### src/rtl/ps2_key_receiver_if.sv
// CPU-side load port of the PS/2 key receiver.
// The receiver drives the FIFO head and status flags, and the CPU drives iRead.
interface ps2_key_receiver_if;
  logic       iRead;
  logic [7:0] oData;
  logic       oValid;
  logic       oFull;
  logic       oOverflow;
  logic       oFrameError;

  modport master (
    output iRead,
    input  oData, oValid, oFull,
    input  oOverflow, oFrameError
  );

  modport slave (
    input  iRead,
    output oData, oValid, oFull,
    output oOverflow, oFrameError
  );
endinterface

### src/rtl/ps2_key_receiver.sv
// PS/2 keyboard frame receiver with a first-word-fall-through scan-code FIFO.
// Define PS2_PARITY_CHECK_EN to reject frames with bad odd parity.
module ps2_key_receiver #(
  parameter int FIFO_DEPTH     = 4,
  parameter int TIMEOUT_CYCLES = 50000
) (
  input  logic Clock,
  input  logic Reset,
  input  logic iPs2Clk,
  input  logic iPs2Data,
  ps2_key_receiver_if.slave cpu
);
  localparam int AW = $clog2(FIFO_DEPTH);
  localparam int TW = $clog2(TIMEOUT_CYCLES + 1);

  typedef enum logic [1:0] {
    IDLE, DATA, PARITY, STOP
  } state_t;

  logic          clk_s1_q, clk_s2_q, clk_s3_q;
  logic          dat_s1_q, dat_s2_q;
  state_t        state_q, state_d;
  logic [2:0]    bit_cnt_q, bit_cnt_d;
  logic [7:0]    shift_q, shift_d;
  logic          par_q, par_d;
  logic [TW-1:0] idle_cnt_q, idle_cnt_d;
  logic          ferr_q, ferr_d;
  logic          ovf_q, ovf_d;
  logic [AW:0]   wptr_q, wptr_d;
  logic [AW:0]   rptr_q, rptr_d;
  logic [7:0]    mem_q [FIFO_DEPTH];

  logic fall, bit_in, parity_ok, push;
  logic empty, full, pop, wr;

  assign fall   = clk_s3_q & ~clk_s2_q;
  assign bit_in = dat_s2_q;

`ifdef PS2_PARITY_CHECK_EN
  assign parity_ok = ^{shift_q, par_q};
`else
  // parity bit is captured but never gates acceptance
  assign parity_ok = par_q | ~par_q;
`endif

  always_comb begin
    state_d    = state_q;
    bit_cnt_d  = bit_cnt_q;
    shift_d    = shift_q;
    par_d      = par_q;
    idle_cnt_d = idle_cnt_q;
    ferr_d     = ferr_q;
    push       = 1'b0;
    if (state_q != IDLE)
      idle_cnt_d = idle_cnt_q + TW'(1);
    if (fall) begin
      idle_cnt_d = '0;
      unique case (state_q)
        IDLE: begin
          if (!bit_in) begin
            state_d   = DATA;
            bit_cnt_d = 3'd0;
          end
        end
        DATA: begin
          shift_d   = {bit_in, shift_q[7:1]};
          bit_cnt_d = bit_cnt_q + 3'd1;
          if (bit_cnt_q == 3'd7)
            state_d = PARITY;
        end
        PARITY: begin
          par_d   = bit_in;
          state_d = STOP;
        end
        STOP: begin
          state_d = IDLE;
          if (bit_in && parity_ok)
            push = 1'b1;
          else
            ferr_d = 1'b1;
        end
        default: state_d = IDLE;
      endcase
    end else if (state_q != IDLE &&
                 idle_cnt_q == TW'(TIMEOUT_CYCLES)) begin
      state_d    = IDLE;
      bit_cnt_d  = 3'd0;
      shift_d    = 8'h00;
      idle_cnt_d = '0;
      ferr_d     = 1'b1;
    end
  end

  assign empty = (wptr_q == rptr_q);
  assign full  = (wptr_q[AW] != rptr_q[AW]) &&
                 (wptr_q[AW-1:0] == rptr_q[AW-1:0]);
  assign pop   = cpu.iRead & ~empty;
  // a pop frees the head slot in the same edge, so full+pop can still accept
  assign wr    = push & (~full | pop);

  always_comb begin
    wptr_d = wptr_q + {{AW{1'b0}}, wr};
    rptr_d = rptr_q + {{AW{1'b0}}, pop};
    ovf_d  = ovf_q | (push & full & ~pop);
  end

  always_ff @(posedge Clock) begin
    if (Reset) begin
      clk_s1_q   <= 1'b1;
      clk_s2_q   <= 1'b1;
      clk_s3_q   <= 1'b1;
      dat_s1_q   <= 1'b1;
      dat_s2_q   <= 1'b1;
      state_q    <= IDLE;
      bit_cnt_q  <= 3'd0;
      shift_q    <= 8'h00;
      par_q      <= 1'b0;
      idle_cnt_q <= '0;
      ferr_q     <= 1'b0;
      ovf_q      <= 1'b0;
      wptr_q     <= '0;
      rptr_q     <= '0;
    end else begin
      clk_s1_q   <= iPs2Clk;
      clk_s2_q   <= clk_s1_q;
      clk_s3_q   <= clk_s2_q;
      dat_s1_q   <= iPs2Data;
      dat_s2_q   <= dat_s1_q;
      state_q    <= state_d;
      bit_cnt_q  <= bit_cnt_d;
      shift_q    <= shift_d;
      par_q      <= par_d;
      idle_cnt_q <= idle_cnt_d;
      ferr_q     <= ferr_d;
      ovf_q      <= ovf_d;
      wptr_q     <= wptr_d;
      rptr_q     <= rptr_d;
    end
  end

  always_ff @(posedge Clock) begin
    if (wr)
      mem_q[wptr_q[AW-1:0]] <= shift_q;
  end

  assign cpu.oData       = empty ? 8'h00 : mem_q[rptr_q[AW-1:0]];
  assign cpu.oValid      = ~empty;
  assign cpu.oFull       = full;
  assign cpu.oOverflow   = ovf_q;
  assign cpu.oFrameError = ferr_q;
endmodule

### src/flat_wrapper.sv
// flat-port wrapper written by rule: the top's interface ports become plain ports
module ps2_key_receiver_flat 
#(
  parameter int FIFO_DEPTH     = 4,
  parameter int TIMEOUT_CYCLES = 50000
)
  (Clock, Reset, iPs2Clk, iPs2Data, cpu_iRead, cpu_oData, cpu_oValid, cpu_oFull, cpu_oOverflow, cpu_oFrameError);
  ps2_key_receiver_if cpu_i ();
  input  logic Clock;
  input  logic Reset;
  input  logic iPs2Clk;
  input  logic iPs2Data;
  input wire logic [$bits(cpu_i.iRead)-1:0] cpu_iRead;
  output wire logic [$bits(cpu_i.oData)-1:0] cpu_oData;
  output wire logic [$bits(cpu_i.oValid)-1:0] cpu_oValid;
  output wire logic [$bits(cpu_i.oFull)-1:0] cpu_oFull;
  output wire logic [$bits(cpu_i.oOverflow)-1:0] cpu_oOverflow;
  output wire logic [$bits(cpu_i.oFrameError)-1:0] cpu_oFrameError;
  assign cpu_i.iRead = cpu_iRead;
  assign cpu_oData = cpu_i.oData;
  assign cpu_oValid = cpu_i.oValid;
  assign cpu_oFull = cpu_i.oFull;
  assign cpu_oOverflow = cpu_i.oOverflow;
  assign cpu_oFrameError = cpu_i.oFrameError;
  ps2_key_receiver #(.FIFO_DEPTH(FIFO_DEPTH), .TIMEOUT_CYCLES(TIMEOUT_CYCLES)) u_core (.Clock(Clock), .Reset(Reset), .iPs2Clk(iPs2Clk), .iPs2Data(iPs2Data), .cpu(cpu_i));
endmodule
### config.mk
export PLATFORM = sky130hd
export DESIGN_NAME = ps2_key_receiver_flat
export DESIGN_NICKNAME = d
export VERILOG_FILES = /design/src/rtl/ps2_key_receiver_if.sv /design/src/rtl/ps2_key_receiver.sv /design/src/flat_wrapper.sv
export SDC_FILE = /design/constraint.sdc
export NUM_CORES = 1
export LEC_CHECK = 0
export CAP_MARGIN = 15
export CORE_ASPECT_RATIO = 1.2
export CORE_MARGIN = 2
export CORE_UTILIZATION = 40
export CTS_BUF_LIST = sky130_fd_sc_hd__clkbuf_4 sky130_fd_sc_hd__clkbuf_8
export DETAILED_ROUTE_END_ITERATION = 8
export DONT_BUFFER_PORTS = 1
export PLACE_DENSITY_LB_ADDON = 0.15
export SYNTH_ARGS = -nofsm -noshare
export SYNTH_HDL_FRONTEND = slang
export SYNTH_SLANG_ARGS = --single-unit
### constraint.sdc
create_clock -name Clock -period 3.4 [get_ports Clock]
set_input_delay 0.51 -clock Clock [delete_from_list [all_inputs] [get_ports Clock]]
set_output_delay 0.51 -clock Clock [all_outputs]
set_load 0.005 [all_outputs]
# --- Yosys cells after proc, flatten, opt, wreduce, memory -nomap -nowiden ---
# Memories as Yosys holds them, arrays and structs flattened. A register that Yosys moved wholly into a read port is not among the register bits.
# Cells that the tools add are included.
word_totals:
  reg_bits: 42
  out_inout_bits: 12
  input_bits: 5
  n_memories: 1
  ram_bits: 32
classes:
  n_addsub: 4
  reduce_logical: 10
  n_eq_ne: 14
  muxes: 23
  bitwise: 11
mem_list:
  columns: ["memory", "words", "word_bits", "read_ports", "rd_ports_with_merged_regs", "write_ports", "line_no", "source"]
  rows:
  - ["u_core.mem_q", 4, 8, 1, 1, 1, "ps2_key_receiver.sv:31", "logic [7:0] mem_q [FIFO_DEPTH];"]
ops:
  columns: ["op", "n"]
  rows:
  - ["8-bit 2-to-1 mux", 4]
  - ["16-bit by 1-bit adder with 16-bit output (second input constant)", 1]
  - ["16-bit equality test (second input constant)", 1]
  - ["2-bit 2-to-1 mux", 5]
  - ["1-bit 2-to-1 mux", 9]
  - ["3-bit 2-to-1 mux", 3]
  - ["3-bit != test (second input constant)", 3]
  - ["3-bit AND reduction", 3]
  - ["2-bit one-hot mux with 4 select lines", 1]
  - ["3-bit by 1-bit adder with 3-bit output", 2]
  - ["2-bit != test (second input constant)", 3]
  - ["3-bit one-hot mux with 2 select lines", 1]
  - ["1-bit bitwise AND", 5]
  - ["2-bit equality test (second input constant)", 2]
  - ["1-bit NOT", 4]
  - ["2-bit nonzero test", 2]
  - ["3-bit by 1-bit adder with 3-bit output (second input constant)", 1]
  - ["3-bit equality test", 1]
  - ["3-bit equality test (second input constant)", 1]
  - ["3-bit OR reduction", 1]
  - ["2-bit by 1-bit equality test with 1-bit output (second input constant)", 1]
  - ["2-bit equality test", 1]
  - ["1-bit logical AND", 2]
  - ["2-bit zero test", 1]
  - ["3 further kinds", 4]

# --- Longest topological paths before layout ---
# Gate-level depths: netlist (run 1).
logic_depth:
  depth_word: 7
  mapped_depth: 9
  mapped_depth_nobuf: 8

# --- Least setup slack after synthesis (run 1) ---
# OpenSTA, ideal clock, no wires.
synth_timing:
  kind: "flip-flop to flip-flop"
  from: "reg u_core.rptr_q[1]"
  to: "mem u_core.mem_q[2][0], enable pin"
  setup_ns: 0.385
  n_path_buf: 1
  path_slack_ns: 1.294
  required_ns: 3.015
  arrival_time_ns: 1.721
  stages_incl_launch_ff: 6
  synth_period_minus_slack_ns: 2.106
  path_cell_list: "dfxtp_1 > buf_2 > xor2_1 > nor4_2 > or2_1 > nor3b_1"
synth_between:
  elab_chain_cells: 7
  elab_cells_between_ends: 10
  classes_between: "eq/ne (2); mux (2); bitwise (5); reduce/logical (1)"
synth_lines:
  columns: ["element", "line_no", "source"]
  rows:
  - ["start: declaration", "ps2_key_receiver.sv:30", "logic [AW:0] rptr_q, rptr_d;"]
  - ["start signal: assignment", "ps2_key_receiver.sv:137", "rptr_q <= rptr_d;"]
  - ["3-bit equality test or 2-bit equality test (tied branches)", "ps2_key_receiver.sv:94, ps2_key_receiver.sv:96", null]
  - ["1-bit NOT or 1-bit logical AND (tied branches)", "ps2_key_receiver.sv:97, ps2_key_receiver.sv:95", null]
  - ["1-bit bitwise AND or 1-bit NOT (tied branches)", "ps2_key_receiver.sv:97, ps2_key_receiver.sv:99", null]
  - ["1-bit OR (*)", "ps2_key_receiver.sv:99", "assign wr = push & (~full | pop);"]
  - ["1-bit bitwise AND (*)", "ps2_key_receiver.sv:99", null]
  - ["1-bit 2-to-1 mux (*)", "ps2_key_receiver.sv:142", "if (wr)"]
  - ["1-bit 2-to-1 mux (implied by the code) (*)", "ps2_key_receiver.sv:143", "mem_q[wptr_q[AW-1:0]] <= shift_q;"]
  - ["end: declaration", "ps2_key_receiver.sv:31", null]
# Every way passes the cells marked *; elsewhere a longest branch is shown, timed or not.

# --- Worst setup path in the final report (run 1) ---
layout_timing:
  from: "reg u_core.rptr_q[0]"
  to: "out cpu_oData[3]"
layout_between:
  elab_chain_cells: 2
layout_lines:
  columns: ["element", "line_no", "source"]
  rows:
  - ["3-bit equality test", "ps2_key_receiver.sv:94", "assign empty = (wptr_q == rptr_q);"]
  - ["8-bit 2-to-1 mux", "ps2_key_receiver.sv:146", "assign cpu.oData = empty ? 8'h00 : mem_q[rptr_q[AW-1:0]];"]
  - ["end: declaration", "flat_wrapper.sv:14", "output wire logic [$bits(cpu_i.oData)-1:0] cpu_oData;"]
# No other way between the ends.

==> results.sh, run 1 <==
export IMPL_status="complete, no violations"
export IMPL_drcViolationCount=0
export IMPL_setup_viol=0
export IMPL_routed_via_density=4.95
export IMPL_max_freq_mhz=414
export IMPL_rsz0062_at_grt="no"
export IMPL_cts_buffer_depth=2
export IMPL_place_gp_congestion=0.694
export IMPL_syn_inst=261
export IMPL_root_buffer="clkbuf_8"
export IMPL_drt_iter0_markers=66
export IMPL_skew_ns=0.00756
export IMPL_required_ns=2.89
export IMPL_die_h_um=102
export IMPL_cp_slowest_cell="dfxtp_1"
export IMPL_synth_distinct_cells=43
export IMPL_async_reset_ff_share_pct=0
export IMPL_ys_seq_elements=74
export IMPL_maxCapViolations=0
export IMPL_clk_latency_ns=0.34
export IMPL_cts_max_level=3
export IMPL_finalPower_uw=1750
export IMPL_ant_nets=0
export IMPL_path_class="reg2out"
export IMPL_yosysWarnings=0
export IMPL_drv_slew=0
export IMPL_powerDensity_nw_per_um2=498
export IMPL_synth_edf_count=32
export IMPL_grt_max_degree=18
export IMPL_die_x_um=85.5
export IMPL_rows=35
export IMPL_routedWlPerCell_um=13.7
export IMPL_reg2reg_depth=7
export IMPL_antenna_found_initial=0
export IMPL_hold_depth=1
export IMPL_period_share_pct=71.0
export IMPL_nets=285
export IMPL_syn2layout_area_growth_pct=10.4
export IMPL_clk_pin_slew_ns=0.08
export IMPL_cts_tree="built"
export IMPL_tightest_slew_ns=0.604
export IMPL_cts_hold_buf=0
export IMPL_drtPass1Iterations=4
export IMPL_path_cells="xor2_1 > or2_2 > nor2_4 > nor2b_1"
export IMPL_dieArea_um2=8690
export IMPL_initial_core_util_pct=41.3
export IMPL_min_delay_path_class="in2reg"
export IMPL_worstReg2RegStart="u_core.rptr_q[0]"
export IMPL_synth_main_ff_cell="dfxtp_1"
export IMPL_finalInstanceArea_um2=3520
export IMPL_timing_hold_ws_ns=0.232
export IMPL_syn_area_um2=3180
export IMPL_period_needed_ns=2.41
export IMPL_dp_cells=348
export IMPL_place_area_um2=3270
export IMPL_num_antenna_cells=0
export IMPL_cts_setup_buffers=0
export IMPL_hold_viol_final=0
export IMPL_track_usage_pct=12.9
export IMPL_path_max_fanout=10
export IMPL_routed_wirelength_mm=5.00
export IMPL_layout_cells_non_filler=364
export IMPL_first_global_vias=1776
export IMPL_hold_end="u_core.wptr_q[0]"
export IMPL_avgSynthCellArea_um2=12.2
export IMPL_cp_start_kind="flip-flop"
export IMPL_grt_pass1_wl_mm=8.55
export IMPL_seq_area_frac_synth_pct=56.6
export IMPL_cts_resized=0
export IMPL_cts_sinks=74
export IMPL_rr_endpoint="u_core.rptr_q[1]"
export IMPL_ir_drop_uv=221
export IMPL_cp_arrival_ns=1.90
export IMPL_synth_nets=279
export IMPL_max_stage_delay_ns=0.71
export IMPL_overflow=0
export IMPL_port_buffers=0
export IMPL_coreArea_um2=7710
export IMPL_hpwl_mm=3.49
export IMPL_min_from="Reset"
export IMPL_fin_setup_tns_ns=0
export IMPL_reg2reg_setup_slack_ns=1.20
export IMPL_endpoint_kind="primary output"
export IMPL_ios=17
export IMPL_vias=1801
export IMPL_power_leakage_uw=0.00128
export IMPL_cts_made_buffers=9
export IMPL_max_slew_margin_pct=59.7
export IMPL_drive_above_1_share_pct=16.5
==> per-layer routing <==
| layer | vias to the layer above | routed length, um | global-route usage, % |
|---|---|---|---|
| met3 | 8 | 206 | 3.75 |
| met5 | - | 0 | 0 |
| met1 | 833 | 2300 | 15.4 |
| li1 | 935 | - | - |
| met4 | 0 | 110 | 7.69 |
| met2 | 25 | 2390 | 20.7 |
==> layout by cell type (no fill, tap or decap), drive strengths merged, types with 4 or more instances in the layout <==
cell type   n
a21oi       7
buf         4
clkbuf      9
clkinv      4
dfxtp      42
edfxtp     32
ha         13
inv        12
mux4        8
nand2      17
nand3      13
nand4       4
nor2       26
nor2b      16
nor3        7
nor4        5
or2         7
xnor2      15
xor2        5
==> cells by family after synthesis <==
| logic type | count (synthesis) | synth area share [%] |
|---|---|---|
| mux | 11 | 6.60 |
| buf+inv | 21 | 3.14 |
| flops | 74 | 56.6 |
| simple gates | 106 | 19.6 |
| xor+xnor | 20 | 5.50 |
| fa+ha+maj | 13 | 5.11 |
| compound gates | 16 | 3.50 |
==> stage by stage <==
| stage | setup WS [ns] | util [%] |
|---|---|---|
| 6_report | 0.986 | 45.6 |
| 5_1_grt | 0.767 | 45.6 |
| 4_1_cts | 0.887 | 45.6 |
| 3_5_place_dp | 1.14 | 42.5 |
| 3_3_place_gp | 1.19 | 42.5 |
| 2_1_floorplan | 1.29 | - |
==> registers in the layout (all words and copies together), names as in the netlist <==
signal                  flops
u_core.bit_in               1
u_core.wptr_q               3
u_core.clk_s3_q             1
u_core.state_q              2
u_core.bit_cnt_q            3
u_core.idle_cnt_q          16
u_core.cpu.oFrameError      1
u_core.rptr_q               3
u_core.shift_q              8
u_core.mem_q               32
u_core.dat_s1_q             1
u_core.cpu.oOverflow        1
u_core.clk_s2_q             1
u_core.clk_s1_q             1
==> worst max-delay path, delay by kind of cell, from the launching register on <==
kind,cells,cell delay (ns)
flops,1,0.71
simple gates,3,0.67
xor+xnor,1,0.17
==> cell usage after synthesis, types with 2 or more instances <==
cell type	count	area [um^2]
dfxtp_1	42	841
edfxtp_1	32	961
nor2_1	23	86.3
nand2_1	16	60.1
nor2b_1	16	100
xnor2_1	15	131
ha_1	13	163
nand3_1	13	65.1
inv_1	12	45.0
mux4_2	8	180
a21oi_1	7	35.0
nor3_1	7	35.0
or2_2	6	37.5
xor2_1	5	43.8
nor4_1	4	25.0
buf_4	3	22.5
clkbuf_1	3	11.3
mux2i_1	3	30.0
nand4_1	3	18.8
o31ai_1	3	22.5
and4b_1	2	20.0
buf_2	2	10.0
nor2_2	2	12.5
nor3b_1	2	15.0
==> power breakdown <==
| part | switching [uW] | internal [uW] | total (uW) |
|---|---|---|---|
| logic | 12.3 | 5.62 | 17.9 |
| registers | 1.58 | 921 | 923 |
| clock network | 323 | 487 | 810 |
| total | 336 | 1410 | 1750 |
==> cell type report <==
cell class	count	area [um^2]
Tap cell	92	115
Fill cell	714	4190
Timing Repair Buffer	4	30.0
Clock buffer	9	124
Clock inverter	7	118
Inverter	12	45.0
Multi-Input combinational cell	166	1280
Sequential cell	74	1800
==> how the worst max path moves through the flow <==
stage                                 from            endpoint  slack (ns)  cells after the start
after detailed placement  u_core.rptr_q[0]    u_core.rptr_q[1]        1.14                      7
after global routing      u_core.rptr_q[0]        cpu_oData[3]        0.77                      4
after floorplan           u_core.rptr_q[1]  u_core.mem_q[2][0]        1.29                      5
after CTS                 u_core.rptr_q[0]        cpu_oData[3]        0.89                      4
final                     u_core.rptr_q[0]        cpu_oData[3]        0.99                      4
after global placement    u_core.rptr_q[0]    u_core.rptr_q[1]        1.19                      7
Power figures use the tool's default switching activity.
==> run 2: changes to the inputs <==
==> constraint.sdc (replaced) <==
create_clock -name Clock -period 2.2 [get_ports Clock]
set_input_delay 0.33 -clock Clock [delete_from_list [all_inputs] [get_ports Clock]]
set_output_delay 0.33 -clock Clock [all_outputs]
set_load 0.005 [all_outputs]
==> results.sh, run 2 (same netlist as run 1, synthesis figures left out) <==
export IMPL_routed_via_density=4.92
export IMPL_ios=17
export IMPL_drv_slew=0
export IMPL_period_share_pct=87.5
export IMPL_largest_reg_flops=32
export IMPL_skew_ns=0.00530
export IMPL_place_gp_congestion=0.772
export IMPL_final_util_pct=45.8
export IMPL_grt_max_degree=17
export IMPL_path_class="reg2out"
export IMPL_nets=290
export IMPL_max_stage_delay_ns=0.51
export IMPL_tightest_slew_ns=0.392
export IMPL_setup_ws_ns=0.275
export IMPL_fillers=728
export IMPL_num_antenna_cells=0
export IMPL_initial_core_util_pct=41.3
export IMPL_layout_cells_non_filler=369
export IMPL_drtPass1Iterations=4
export IMPL_cts_buffer_depth=2
export IMPL_overflow=0
export IMPL_cts_sinks=74
export IMPL_routedWlPerCell_um=14.1
export IMPL_setup_viol=0
export IMPL_hold_viol_final=0
export IMPL_drcViolationCount=0
export IMPL_cp_arrival_ns=1.60
export IMPL_final_common_cell="dfxtp_1"
export IMPL_ant_nets=0
export IMPL_max_freq_mhz=519
export IMPL_rows=35
export IMPL_multi_input_area_um2=1280
export IMPL_vias=1815
export IMPL_powerDensity_nw_per_um2=733
export IMPL_cts_made_buffers=9
export IMPL_cp_start_kind="flip-flop"
export IMPL_regArea_um2=1800
export IMPL_fin_setup_tns_ns=0
export IMPL_min_from="Reset"
export IMPL_power_leakage_uw=0.00129
export IMPL_port_buffers=0
export IMPL_dieArea_um2=8690
export IMPL_max_slew_margin_pct=73.9
export IMPL_grt_pass1_wl_mm=8.98
export IMPL_place_ws_ns=0.388
export IMPL_path_cells="buf_4 > mux4_2 > nor2b_1"
export IMPL_drt_iter0_markers=65
export IMPL_worstReg2RegStart="u_core.state_q[0]"
export IMPL_root_buffer="clkbuf_8"
export IMPL_clk_pin_slew_ns=0.08
export IMPL_drive_above_1_share_pct=17.7
export IMPL_mostFrequentLayoutCells="42 x dfxtp_1, 32 x edfxtp_1, 23 x nor2_1"
export IMPL_status="complete, no violations"
export IMPL_required_ns=1.87
export IMPL_track_usage_pct=13.5
export IMPL_antenna_found_initial=0
export IMPL_endpoint_kind="primary output"
export IMPL_coreArea_um2=7710
export IMPL_cts_resized=0
export IMPL_dp_cells=353
export IMPL_cts_tree="built"
export IMPL_ir_drop_uv=351
export IMPL_period_needed_ns=1.93
export IMPL_first_global_vias=1840
export IMPL_rsz0062_at_grt="no"
export IMPL_routed_wirelength_mm=5.20
export IMPL_die_h_um=102
export IMPL_cp_slowest_cell="mux4_2"
export IMPL_timing_hold_ws_ns=0.0522
export IMPL_maxCapViolations=0
export IMPL_min_delay_path_class="in2reg"
export IMPL_startpoint="u_core.rptr_q[0]"
export IMPL_die_x_um=85.5
export IMPL_path_max_fanout=9
export IMPL_syn2layout_area_growth_pct=10.8
export IMPL_cts_setup_buffers=0
export IMPL_clk_latency_ns=0.34
export IMPL_cts_max_level=3
export IMPL_hpwl_mm=3.64
export IMPL_cts_hold_buf=0
## run 2: cell types whose count changed in the layout (fill, tap and decap cells not counted)
| cell | delta |
|---|---|
| buf_4 | +5 |
| bufinv_16 | -1 |
| clkinv_1 | +1 |
| clkinv_2 | -1 |
| clkinvlp_4 | +1 |
## run 2: final timing paths
check | end | slack (ns) | cells after the start
max | cpu_oData[5] | 0.27 | 3
min | u_core.rptr_q[0] | 0.05 | 1
max reg2reg | u_core.idle_cnt_q[15] | 0.40 | 7
min reg2reg | u_core.bit_in | 0.41 | 1
## run 2: critical path: cells and delay by family, from the launching register on
kind | cells | cell delay, ns
muxes | 1 | 0.51
DFF | 1 | 0.36
buffers and inverters | 1 | 0.23
and+or+nand+nor | 1 | 0.16
## run 2: final cells by class
| type | count | share of cell area, % |
|---|---|---|
| multi-input cells | 166 | 36.3 |
| flip-flops and latches | 74 | 51.0 |
| inverters | 12 | 1.28 |
| well taps | 92 | 3.26 |
| repair buffers | 9 | 1.91 |
| clock inverters | 7 | 2.66 |
| clock buffers | 9 | 3.51 |
## run 2: metal layers
| layer | GRT usage [%] | wire length (um) |
|---|---|---|
| met3 | 3.26 | 117 |
| met5 | 0 | 0 |
| met4 | 6.96 | 88 |
| met2 | 23.1 | 2600 |
| met1 | 15.6 | 2390 |
## run 2: power breakdown
group / leakage (uW) / internal (uW) / switching (uW)
clock: 0.000107 / 636 / 497
sequential: 0.000607 / 1420 / 2.61
combinational: 0.000575 / 10.1 / 19.4
## run 2: per-stage QoR
| stage | area [um^2] | power, uW |
|---|---|---|
| after global placement | 3310 | 1490 |
| after global routing | 3530 | 2690 |
| final | 3530 | 2590 |
| after floorplan | 3180 | 1480 |
| after detailed placement | 3310 | 1490 |
| after CTS | 3530 | 2620 |
